===== src/rtl/mips_imem_loader.sv =====
`default_nettype none
// ============================================================================
// Module   : mips_imem_loader
// Brief    : Byte-stream program loader for a MIPS instruction memory, with
//            header word count, XOR checksum and CPU hold-in-reset control.
// Revision : 1.0 - initial release
// ============================================================================
module mips_imem_loader #(
    parameter int DEPTH  = 16,
    parameter int ADDR_W = 4
) (
    input  logic              clk,
    input  logic              reset_n,
    input  logic              start,
    input  logic [7:0]        in_data,
    input  logic              in_valid,
    output logic              in_ready,
    output logic              imem_we,
    output logic [ADDR_W-1:0] imem_addr,
    output logic [31:0]       imem_wdata,
    output logic              cpu_reset,
    output logic              busy,
    output logic              done,
    output logic              err,
    output logic [ADDR_W:0]   words_loaded
);

    typedef enum logic [2:0] {
        S_IDLE = 3'd0,
        S_HDR  = 3'd1,
        S_DATA = 3'd2,
        S_CSUM = 3'd3,
        S_DONE = 3'd4,
        S_ERR  = 3'd5
    } state_t;

    localparam logic [7:0] c_DEPTH = 8'(DEPTH);

    state_t            r_state;
    logic [7:0]        r_xor;
    logic [ADDR_W:0]   r_n;
    logic [1:0]        r_byte_cnt;
    logic [23:0]       r_shift;
    logic [ADDR_W:0]   w_wl_next;

    // The first three bytes of a word are held; the fourth completes it in place.
    assign w_wl_next = words_loaded + 1'b1;
    assign in_ready  = busy;

    always_ff @(posedge clk or negedge reset_n) begin
        if (!reset_n) begin
            r_state      <= S_IDLE;
            r_xor        <= 8'h00;
            r_n          <= '0;
            r_byte_cnt   <= 2'd0;
            r_shift      <= 24'h0;
            imem_we      <= 1'b0;
            imem_addr    <= '0;
            imem_wdata   <= 32'h0;
            cpu_reset    <= 1'b1;
            busy         <= 1'b0;
            done         <= 1'b0;
            err          <= 1'b0;
            words_loaded <= '0;
        end else begin
            imem_we <= 1'b0;
            case (r_state)
                S_IDLE, S_DONE, S_ERR: begin
                    if (start) begin
                        r_state      <= S_HDR;
                        words_loaded <= '0;
                        r_xor        <= 8'h00;
                        done         <= 1'b0;
                        err          <= 1'b0;
                        cpu_reset    <= 1'b1;
                        busy         <= 1'b1;
                    end
                end
                S_HDR: begin
                    if (in_valid) begin
                        r_xor <= r_xor ^ in_data;
                        if (in_data > c_DEPTH) begin
                            r_state <= S_ERR;
                            err     <= 1'b1;
                            busy    <= 1'b0;
                        end else if (in_data == 8'h00) begin
                            r_state <= S_CSUM;
                        end else begin
                            r_state    <= S_DATA;
                            r_n        <= in_data[ADDR_W:0];
                            r_byte_cnt <= 2'd0;
                            imem_addr  <= '0;
                        end
                    end
                end
                S_DATA: begin
                    if (in_valid) begin
                        r_xor      <= r_xor ^ in_data;
                        r_shift    <= {r_shift[15:0], in_data};
                        r_byte_cnt <= r_byte_cnt + 2'd1;
                        if (r_byte_cnt == 2'd3) begin
                            imem_we      <= 1'b1;
                            imem_wdata   <= {r_shift, in_data};
                            imem_addr    <= words_loaded[ADDR_W-1:0];
                            words_loaded <= w_wl_next;
                            if (w_wl_next == r_n) begin
                                r_state <= S_CSUM;
                            end
                        end
                    end
                end
                S_CSUM: begin
                    if (in_valid) begin
                        busy <= 1'b0;
                        if (in_data == r_xor) begin
                            r_state   <= S_DONE;
                            done      <= 1'b1;
                            cpu_reset <= 1'b0;
                        end else begin
                            r_state <= S_ERR;
                            err     <= 1'b1;
                        end
                    end
                end
                default: begin
                    r_state <= S_IDLE;
                    busy    <= 1'b0;
                end
            endcase
        end
    end

endmodule
`default_nettype wire


===== config.mk =====
export PLATFORM = sky130hd
export DESIGN_NAME = mips_imem_loader
export DESIGN_NICKNAME = d
export VERILOG_FILES = /design/src/rtl/mips_imem_loader.sv
export SDC_FILE = /design/constraint.sdc
export NUM_CORES = 1
export LEC_CHECK = 0
export CORE_MARGIN = 2
export CORE_UTILIZATION = 34
export CTS_CLUSTER_SIZE = 24
export DETAILED_ROUTE_END_ITERATION = 12
export HOLD_SLACK_MARGIN = 0.1
export PLACE_DENSITY = 0.53
export SETUP_SLACK_MARGIN = 0.5
export SLEW_MARGIN = 15
export SYNTH_ARGS = -nofsm -noshare
export SYNTH_HDL_FRONTEND = slang
export SYNTH_SLANG_ARGS = --single-unit

===== constraint.sdc =====
create_clock -name clk -period 2.3 [get_ports clk]
set_input_delay 0.23 -clock clk [delete_from_list [all_inputs] [get_ports clk]]
set_output_delay 0.23 -clock clk [all_outputs]
set_load 0.01 [all_outputs]

After elaboration in Yosys (flattened, before gate mapping)
Cells that the tools add are included.
Word-level totals
  flip-flop bits (word level): 88
  bits in latches: 0
  bits in writable memories: 0
  memory bits (read-only): 0
  input bits: 12
  output and inout bits: 47
  logic and storage cells: 108
  memories kept: 0
Operators by class
  add/sub/neg operators: 2
  $mul: 0
  divide/modulo/power cells: 0
  magnitude comparators: 1
  eq/ne operators: 20
  shift operators: 0
  muxes and demuxes: 48
  bitwise gates (word level): 4
  reductions and logical operators: 20
Operator list (count)
  2-bit != test (second input constant): 11
  3-bit 2-to-1 mux: 7
  4-bit 2-to-1 mux: 5
  1-bit 2-to-1 mux: 18
  6-bit AND reduction: 3
  8-bit 2-to-1 mux: 2
  8-bit one-hot mux with 2 select lines: 1
  5-bit 2-to-1 mux: 3
  3-bit one-hot mux with 4 select lines: 1
  4-bit AND reduction: 3
  5-bit one-hot mux with 2 select lines: 1
  5-bit AND reduction: 2
  8-bit == test: 1
  8-bit by 5-bit greater-than comparator with 1-bit output (second input constant): 1
  8-bit zero test: 1
  2-bit 2-to-1 mux: 4
  4-bit one-hot mux with 2 select lines: 1
  2-bit nonzero test: 4
  8-bit XOR: 1
  3-bit by 2-bit == test with 1-bit output (second input constant): 2
  3-bit == test (second input constant): 2
  3-bit AND reduction: 2
  5-bit by 1-bit adder with 5-bit output (second input constant): 1
  5-bit == test: 1
  14 further kinds: 17

Logic depth before layout (Yosys ltp)
  depth in word-level cells: 6
  mapped depth: 9
  depth with buffers taken out: 6

Worst setup path after synthesis
Ideal clock, no wire load.
  path kind: register to register
  start: register r_state[0]
  end: register r_shift[5]
  library setup time: 0.125 ns
  data arrival time: 1.462 ns
  required time: 2.175 ns
  setup slack: 0.713 ns
  stages on the path, launching flop included: 6
  buffers on the path: 3
  cells stage by stage: dfrtp_1 > buf_6 > nor4bb_4 > buf_6 > buf_2 > mux2_2
On the way
  longest elaborated chain between the ends: 2
Ends and longest elaborated chain
  from (decl): line 39  | state_t r_state;
  from (signal assigned): line 52  | r_state <= S_IDLE;
  from (signal assigned): line 70  | r_state <= S_HDR;
  from (signal assigned): line 83  | r_state <= S_ERR;
  3-bit by 2-bit == test with 1-bit output: line 67  | case (r_state)
  2-bit AND reduction (no line)
  to (signal assigned): line 99  | r_shift <= {r_shift[15:0], in_data};
  to (decl): line 43  | logic [23:0] r_shift;
No other way between the ends.
A chain may end at the register's enable or synchronous reset.

Worst setup path after layout
  start: register r_state[2]
  end: register r_shift[11]
Same word-level chain as after synthesis.

==> impl_metrics.py <==
metrics = {
    "sta": {
        "rsz0062_at_grt": "false",
        "tns_ns": 0,
        "setup_viol": 0,
        "worst_slack_ns": 0.563,
        "post-route-min-period_ns": 1.74,
        "final-hold-violation-count": 0,
        "skew_ns": 0.00643,
        "whs_ns": 0.433,
        "fmax_ghz": 0.576,
        "slew_viol_final": 0,
        "slew_headroom": 0.611,
        "tightest_slew_ns": 0.584,
        "post-route-period-util": 0.755,
    },
    "floorplanning": {
        "dieHeight_um": 111,
        "core_area_um2": 11000,
        "die-area_um2": 12300,
        "io_pins": 59,
        "initial_utilization": 0.353,
        "fp-row-count": 38,
        "die_w_um": 111,
    },
    "detailed_routing": {
        "wl_per_cell_um": 14.6,
        "wl_met3_um": 243,
        "dr.pass1.iters": 4,
        "drc": 0,
        "ant_nets": 0,
        "vias": 2701,
        "wl_met1_um": 4010,
        "drt_iter0_markers": 117,
        "top_layer": "met4",
        "totalWireLength_um": 8280,
        "drt-vias-per-instance": 4.75,
        "met2_length_um": 3910,
    },
    "power": {
        "p_leak_nw": 2.31,
        "power_density_nw_per_um2": 1180,
        "max-vdd-ir-drop_uv": 435,
    },
    "placed_design": {
        "dpl_cell_area_um2": 4620,
        "numPortBuffers": 58,
        "place_congestion": 0.780,
        "hpwl_um": 5720,
        "dp_slack_ns": 0.266,
    },
    "clock_network": {
        "cts-root-buf": "clkbuf_16",
        "h-tree-depth": 3,
        "clock_path_buffers": 2,
        "cts-buffers-inserted": 9,
        "clk_transition_reported_paths_ns": 0.06,
        "cts_tree": "built",
        "cts_sinks": 88,
        "clk_latency_ns": 0.33,
    },
    "worst_setup_path": {
        "cp_slowest_cell": "dfrtp_2",
        "regToRegStartpoint": "r_state[2]",
        "crit_path_cell_trace": "nor4bb_4 > buf_4 > buf_8 > mux2_2",
        "critPathRequiredTime_ns": 2.52,
        "crit_type": "reg2reg",
        "rr_worst_depth": 4,
        "start_kind": "flop",
        "cp-end-kind": "flop",
        "slowest_delay_ns": 0.49,
        "critPathMaxFanout": 25,
        "crit_arrival_ns": 1.96,
        "timing.rr.end": "r_shift[11]",
        "reg2reg_slack_ns": 0.56,
    },
    "grt": {
        "grt_pass1_wl_um": 13800,
        "grt.total_usage": 0.139,
        "grt_pass1_vias": 2717,
        "antenna_found_initial": 0,
        "globalRouteOverflowTotal": 0,
        "grt_max_degree": 46,
    },
    "logic_synthesis": {
        "ys.flop_type": "dfrtp_1",
        "mappedNetlistNets": 368,
        "synth_cell_types": 41,
        "ys_ff_latch": 88,
        "synth_top_cells_by_area": "dfrtp_1, mux2_2, nand2_1, o21ai_0, xor2_1",
        "synth_warnings": 0,
        "syn-mean-instance-area_um2": 10.9,
        "synth_top_cell_by_area": "dfrtp_1",
        "syn_inst": 354,
        "syn_area_um2": 3880,
        "synthArstFlopShare": 1.00,
        "synth_common_cells": "nand2_1, dfrtp_1, mux2_2",
        "yosysMostFrequentCell": "nand2_1",
        "synth_edf_count": 0,
        "ys_seq_area_frac": 0.568,
        "synth_top_cell_area_share": 0.562,
    },
    "layout": {
        "multi_input_area_um2": 1540,
        "drive_gt1_frac": 0.193,
        "diodes": 0,
        "layout.nets": 438,
        "stdcell_area_um2": 4960,
        "fill_cells": 1057,
        "syn_to_final_growth_pct": 28.0,
        "seqCellArea_um2": 2210,
    },
    "status": {
        "status": "finished, final reports clean",
    },
    "flow_run": {
        "cap_violations": 0,
    },
    "min_path": {
        "hp-class": "in2async",
    },
}
[repair_timing]
| item | 4_1_cts | 5_1_grt |
|---|---|---|
| buffers inserted | 0 | 2 |
| pin swaps | 0 | 2 |
| setup endpoints to repair | 31 | 67 |
| resized for setup | 2 | 7 |
| endpoints found under the hold margin | 42 | 0 |
| hold buffers | 1 | 0 |
[sequential cells by signal (all words and copies together) (netlist names)]
name	cells
r_state	3
err	1
r_shift	24
imem_we	1
done	1
cpu_reset	1
imem_addr	4
imem_wdata	32
words_loaded	5
r_byte_cnt	2
busy	1
r_n	5
r_xor	8
[worst max-delay path by stage]
stage                           from               to  cells after the start
after floorplan           r_state[0]       r_shift[5]                      5
after global placement    in_data[1]     imem_addr[0]                      6
after detailed placement  in_data[5]             done                      6
after CTS                 r_state[1]  words_loaded[2]                      6
after global routing      r_state[2]      r_shift[11]                      4
final                     r_state[2]      r_shift[11]                      4
[placed cells by master (no fill, tap or decap), types with 3 or more instances in the layout]
cell type	instances
a21oi_1	4
buf_4	14
clkbuf_16	9
clkdlybuf4s50_1	57
dfrtp_1	84
dfrtp_2	3
inv_1	8
mux2_2	35
mux2i_1	5
nand2_1	88
nand2b_1	3
nand3_1	13
nor2_1	17
nor3_1	5
o21ai_0	26
xnor2_1	5
xor2_1	12
[metrics by stage]
step                utilization  power (mW)  std cells
global route              0.452        6.27        569
finish                    0.452        5.86        569
detailed placement        0.421        4.48        550
CTS                       0.448        5.88        567
floorplan                     -        3.68        354
global placement          0.421        4.44        550
[report_power, final]
part / switching [mW] / leakage [nW] / internal (mW) / total [mW]
Sequential: 0.448 / 1.14 / 2.12 / 2.57
Clock: 0.626 / 0.131 / 0.748 / 1.37
Combinational: 0.877 / 1.04 / 1.04 / 1.92
[metal layers]
metal | GRT usage | vias to the layer above
li1 | - | 1323
met1 | 0.191 | 1330
met2 | 0.216 | 41
met3 | 0.0290 | 7
met4 | 0.0575 | 0
met5 | 0 | -
[cells by family (layout without fill, tap and decap cells)]
group,Yosys count,count (layout),synth area share
muxes,40,40,0.115
and+or+nand+nor,141,141,0.166
buffers and inverters,24,99,0.0394
AOI/OAI and AO/OA,41,41,0.0626
adders and majority gates,2,2,0.00645
xor gates and xnor gates,18,18,0.0426
DFF,88,88,0.568
[critical path, delay by kind of cell, from the launching register on]
kind	cells	cell delay (ns)
flops	1	0.49
buf+inv	2	0.39
simple gates	1	0.38
mux	1	0.36
[layout make-up]
type,instances,share of cell area
tap,140,0.0353
clock buffer,10,0.0462
multi-input combinational,242,0.311
sequential,88,0.445
clock inverter,6,0.0106
timing repair buffer,74,0.145
inverter,9,0.00681
No activity file was read; power rests on OpenSTA's default activity.
==> edit 1, RTL diff (config.mk and constraints unchanged) <==
`ADDR_W`: 4 -> 5.
--- a/src/rtl/mips_imem_loader.sv
+++ b/src/rtl/mips_imem_loader.sv
@@ -9,3 +9,3 @@
     parameter int DEPTH  = 16,
-    parameter int ADDR_W = 4
+    parameter int ADDR_W = 5
 ) (
Ports: changed (resized imem_addr and words_loaded); port bits go from 59 to 61. No check against the original RTL was run, so the function may have changed too.
==> edit 1 against the original RTL <==
  * The run now ends with DRC left
  * Synthesized area increased by 4.6%
  * Cell area increased by 6.8%
  * Clock power increased by 20%
  * Routed wire length increased by 14%
  * Worst setup slack improved by 0.011 ns
  * Sequential cell count increased by 3
  * Total power decreased by 14%
  * Core utilization increased by 0.84 points
  * Critical endpoint is now r_n[3]
  * Highest routed layer unchanged
==> edit 1: results <==
export IMPL_dpl_cell_area_um2=4890
export IMPL_grtUsageTotal=0.155
export IMPL_hpwlAfterDp_um=6420
export IMPL_synth_cell_types=44
export IMPL_p_leak_nw=2.57
export IMPL_drt_iter0_drc=124
export IMPL_antenna_found_initial=0
export IMPL_final_cells=616
export IMPL_run_status="finished, violations left"
export IMPL_postSynthCellCount=393
export IMPL_layout_nets=482
export IMPL_violations="DRC"
export IMPL_synth_nets=407
export IMPL_synthAdderAreaFrac=0.00617
export IMPL_synth_mux_area_frac=0.0981
export IMPL_grt_met3_usage=0.0273
export IMPL_cpMaxStageDelayCell="clkdlybuf4s50_1"
export IMPL_io_buffers=60
export IMPL_ctsResizeCount=1
export IMPL_path_delay_family="simple AND/OR/NAND/NOR gates"
export IMPL_hold_class="in -> reg"
export IMPL_powerDensity_nw_per_um2=948
export IMPL_gp_congestion=0.811
export IMPL_met2_length_um=4220
export IMPL_slew_headroom=0.623
export IMPL_synth_common_cells="nand2_1, dfrtp_1, o21ai_0"
export IMPL_vias=2984
export IMPL_worstHoldEndpoint="imem_wdata[2]"
export IMPL_p_sw_frac=0.300
export IMPL_first_pass_iters=10
export IMPL_max_stage_delay_ns=0.54
export IMPL_synth_xor_area_share=0.0410
export IMPL_grt_start_max_net_pins=43
export IMPL_worstReg2RegEnd="r_state[1]"
export IMPL_synth_area_leaders="dfrtp_1, nand2_1, mux2_2"
export IMPL_use_met1=0.220
export IMPL_placed_cells=597
export IMPL_rrSetupSlack_ns=0.64
export IMPL_drive_gt1_frac=0.165
export IMPL_comb_power_share=0.236
export IMPL_ys_seq_area_frac=0.562
export IMPL_synth_compound_area_frac=0.0735
export IMPL_dp_slack_ns=0.213
export IMPL_drc=7
export IMPL_ir_drop_mv=0.340
export IMPL_dr_wl_met3_um=421
export IMPL_grt_pass1_wl_um=15500
export IMPL_met1_length_um=4610
export IMPL_p_seq_frac=0.437
export IMPL_timing_rr_start="r_state[0]"
edit 1: cell types whose count changed after synthesis, sizes merged, moves of 3 or more:
cell   delta
a31oi     +3
o21ai     +3
xor2      +3
nand2    +28
dfrtp     +3
nor2      -4
buf       +3
mux2      -5
edit 1: worst max path at each step:
stage                           from              end  slack [ns]  cells after the start
final                     in_data[1]           r_n[3]        0.57                      6
after CTS                 r_state[0]  words_loaded[5]        0.50                      7
after global routing      r_state[1]         r_xor[2]        0.48                      7
after global placement    in_data[1]           r_n[3]        0.23                      6
after detailed placement  in_data[1]           r_n[3]        0.21                      6
after floorplan           r_state[2]       r_shift[5]        0.66                      5
edit 1: layout make-up:
cell class / count / area [um2]
Clock inverter: 5 / 83.8
Sequential cell: 91 / 2280
Multi-Input combinational cell: 274 / 1660
Timing Repair Buffer: 83 / 812
Clock buffer: 11 / 253
Tap cell: 143 / 179
Fill cell: 1105 / 6220
Inverter: 9 / 33.8
==> edit 2, RTL diff (same flow settings) <==
Made on the original files. Encoding of `state_t`: now one-hot (6 bits for 6 states).
--- a/src/rtl/mips_imem_loader.sv
+++ b/src/rtl/mips_imem_loader.sv
@@ -27,9 +27,9 @@
 
-    typedef enum logic [2:0] {
-        S_IDLE = 3'd0,
-        S_HDR  = 3'd1,
-        S_DATA = 3'd2,
-        S_CSUM = 3'd3,
-        S_DONE = 3'd4,
-        S_ERR  = 3'd5
+    typedef enum logic [5:0] {
+        S_IDLE = 6'b000001,
+        S_HDR  = 6'b000010,
+        S_DATA = 6'b000100,
+        S_CSUM = 6'b001000,
+        S_DONE = 6'b010000,
+        S_ERR  = 6'b100000
     } state_t;
Check against the original RTL: same outputs for any inputs over 10 cycles, from zero or initial values and one cycle with reset_n low; not proved beyond that.
==> edit 2 against the original RTL <==
  * Cell area grew 14%
  * Combinational power down 40%
  * Total power fell by 22%
  * Critical path type unchanged
  * Synthesized area increased by 6.4%
  * Largest cell class unchanged
  * Routed wire length is 11% higher
  * Synthesized cell count is 13% lower
  * Worst setup slack worse by 0.14 ns
  * Maximum frequency shrank 7.5%
  * Critical path depth unchanged
  * Sequential cell count is 3 higher
  * Via count up 1.8%
==> edit 2: results <==
export IMPL_antenna_cells=0
export IMPL_vias_per_cell=4.93
export IMPL_synth_cell_types=49
export IMPL_syn_avg_cell_area_um2=13.4
export IMPL_layout_nets=420
export IMPL_dpl_cell_area_um2=5020
export IMPL_netlist_area_leader_share=0.540
export IMPL_antenna_found_initial=0
export IMPL_finalClockSkew_ns=0.00750
export IMPL_clkSlewWorstSetupHoldPaths_ns=0.07
export IMPL_synth_nets=321
export IMPL_cts_htree_levels=3
export IMPL_grtUsageTotal=0.148
export IMPL_path_delay_family="simple AND/OR/NAND/NOR gates"
export IMPL_hold_class="in -> reg"
export IMPL_synth_area_leaders="dfrtp_1, mux2_2, mux2_4"
export IMPL_p_leak_nw=2.68
export IMPL_ir_drop_mv=0.329
export IMPL_grt_pass1_vias=2758
export IMPL_worst_pin_slew_ns=0.839
export IMPL_drive_gt1_frac=0.387
export IMPL_ctsRootBufferMaster="clkbuf_16"
export IMPL_ys_async_sr_fraction=1.00
export IMPL_first_pass_iters=4
export IMPL_gp_congestion=0.816
export IMPL_cp_arrival_ns=2.11
export IMPL_cpMaxStageDelayCell="dfrtp_2"
export IMPL_insertion_delay_ns=0.35
export IMPL_run_status="completed"
export IMPL_max_stage_delay_ns=0.48
export IMPL_clk_path_buf_depth=2
export IMPL_routedWlPerCell_um=16.5
export IMPL_ys_warn_count=0
export IMPL_hpwlAfterDp_um=6070
export IMPL_io_buffers=58
export IMPL_grt_pass1_wl_um=14700
export IMPL_crit_fanout=13
export IMPL_drt_iter0_drc=112
export IMPL_cts_inserted_buffers=9
export IMPL_ys_seq_area_frac=0.553
export IMPL_synth_edf_count=0
export IMPL_synth_common_cells="dfrtp_1, mux2_2, mux2_4, nand2_1, xnor2_1"
export IMPL_grt_start_max_net_pins=67
## edit 2: cell count changes in the layout (fill, tap and decap cells not counted), moves of 7 or more
cell	delta
nand3_1	-8
nor2_1	-12
mux2_2	-7
xor2_1	-10
mux2_4	+35
buf_4	+21
xnor2_1	+10
nand2_1	-76
o21ai_0	-20
## edit 2: cells by family (layout without fill, tap and decap cells)
| logic type | after synthesis | after routing | synth area share |
|---|---|---|---|
| XOR/XNOR | 19 | 19 | 0.0404 |
| adder cells (fa/ha/maj) | 2 | 2 | 0.00607 |
| buffers and inverters | 18 | 122 | 0.0285 |
| multiplexers | 68 | 68 | 0.202 |
| AO/OA/AOI/OAI | 48 | 48 | 0.0838 |
| flip-flops | 91 | 91 | 0.553 |
| AND/OR/NAND/NOR | 61 | 61 | 0.0865 |
## edit 2: metal layers
layer,track usage,vias to the layer above,share of wire
met1,0.210,1394,0.47
li1,-,1302,-
met5,0,-,0
met3,0.0323,11,0.032
met4,0.0634,0,0.018
met2,0.219,42,0.48
## edit 2: worst register-to-register path: stages, from the launching register on
cell	delay, ns
dfrtp_2	0.48
nor4_4	0.39
and4_4	0.38
buf_12	0.17
mux2_2	0.35
## edit 2: area by class of cell
cell class | count | area (um2)
clock inverter | 7 | 70.1
inverter | 7 | 26.3
clock buffer | 9 | 225
fill | 1078 | 6240
tap | 147 | 184
sequential | 91 | 2280
multi-input combinational | 198 | 1940
timing repair buffer | 99 | 947
## edit 2: what timing repair did
action	in CTS	in global routing
gates resized for setup	13	30
pin swaps	6	20
hold buffers	1	0
endpoints found under the hold margin	61	0
cloned	0	2
setup buffers	10	9
endpoints found under the setup margin	82	84
## edit 2: worst paths after layout
check / start / endpoint / slack, ns / depth (start not counted)
setup reg to reg: r_state[4] / imem_wdata[27] / 0.42 / 4
setup / recovery: r_state[4] / imem_wdata[27] / 0.42 / 4
hold / removal: in_data[3] / imem_wdata[3] / 0.39 / 3
max in group asynchronous: reset_n / r_shift[15] / 1.08 / 3
hold reg to reg: err / err / 0.50 / 1
min in group asynchronous: reset_n / r_xor[2] / 0.52 / 2
## edit 2: per-stage QoR
step | std cells | setup WS (ns)
finish | 558 | 0.422
global route | 558 | 0.371
CTS | 547 | 0.461
detailed placement | 520 | 0.0734
global placement | 520 | 0.0756
floorplan | 307 | 0.447
## edit 2: report_power, final
group | switching (mW) | internal, mW | total (mW)
clock | 0.687 | 0.761 | 1.45
sequential | 0.198 | 1.77 | 1.97
combinational | 0.537 | 0.613 | 1.15
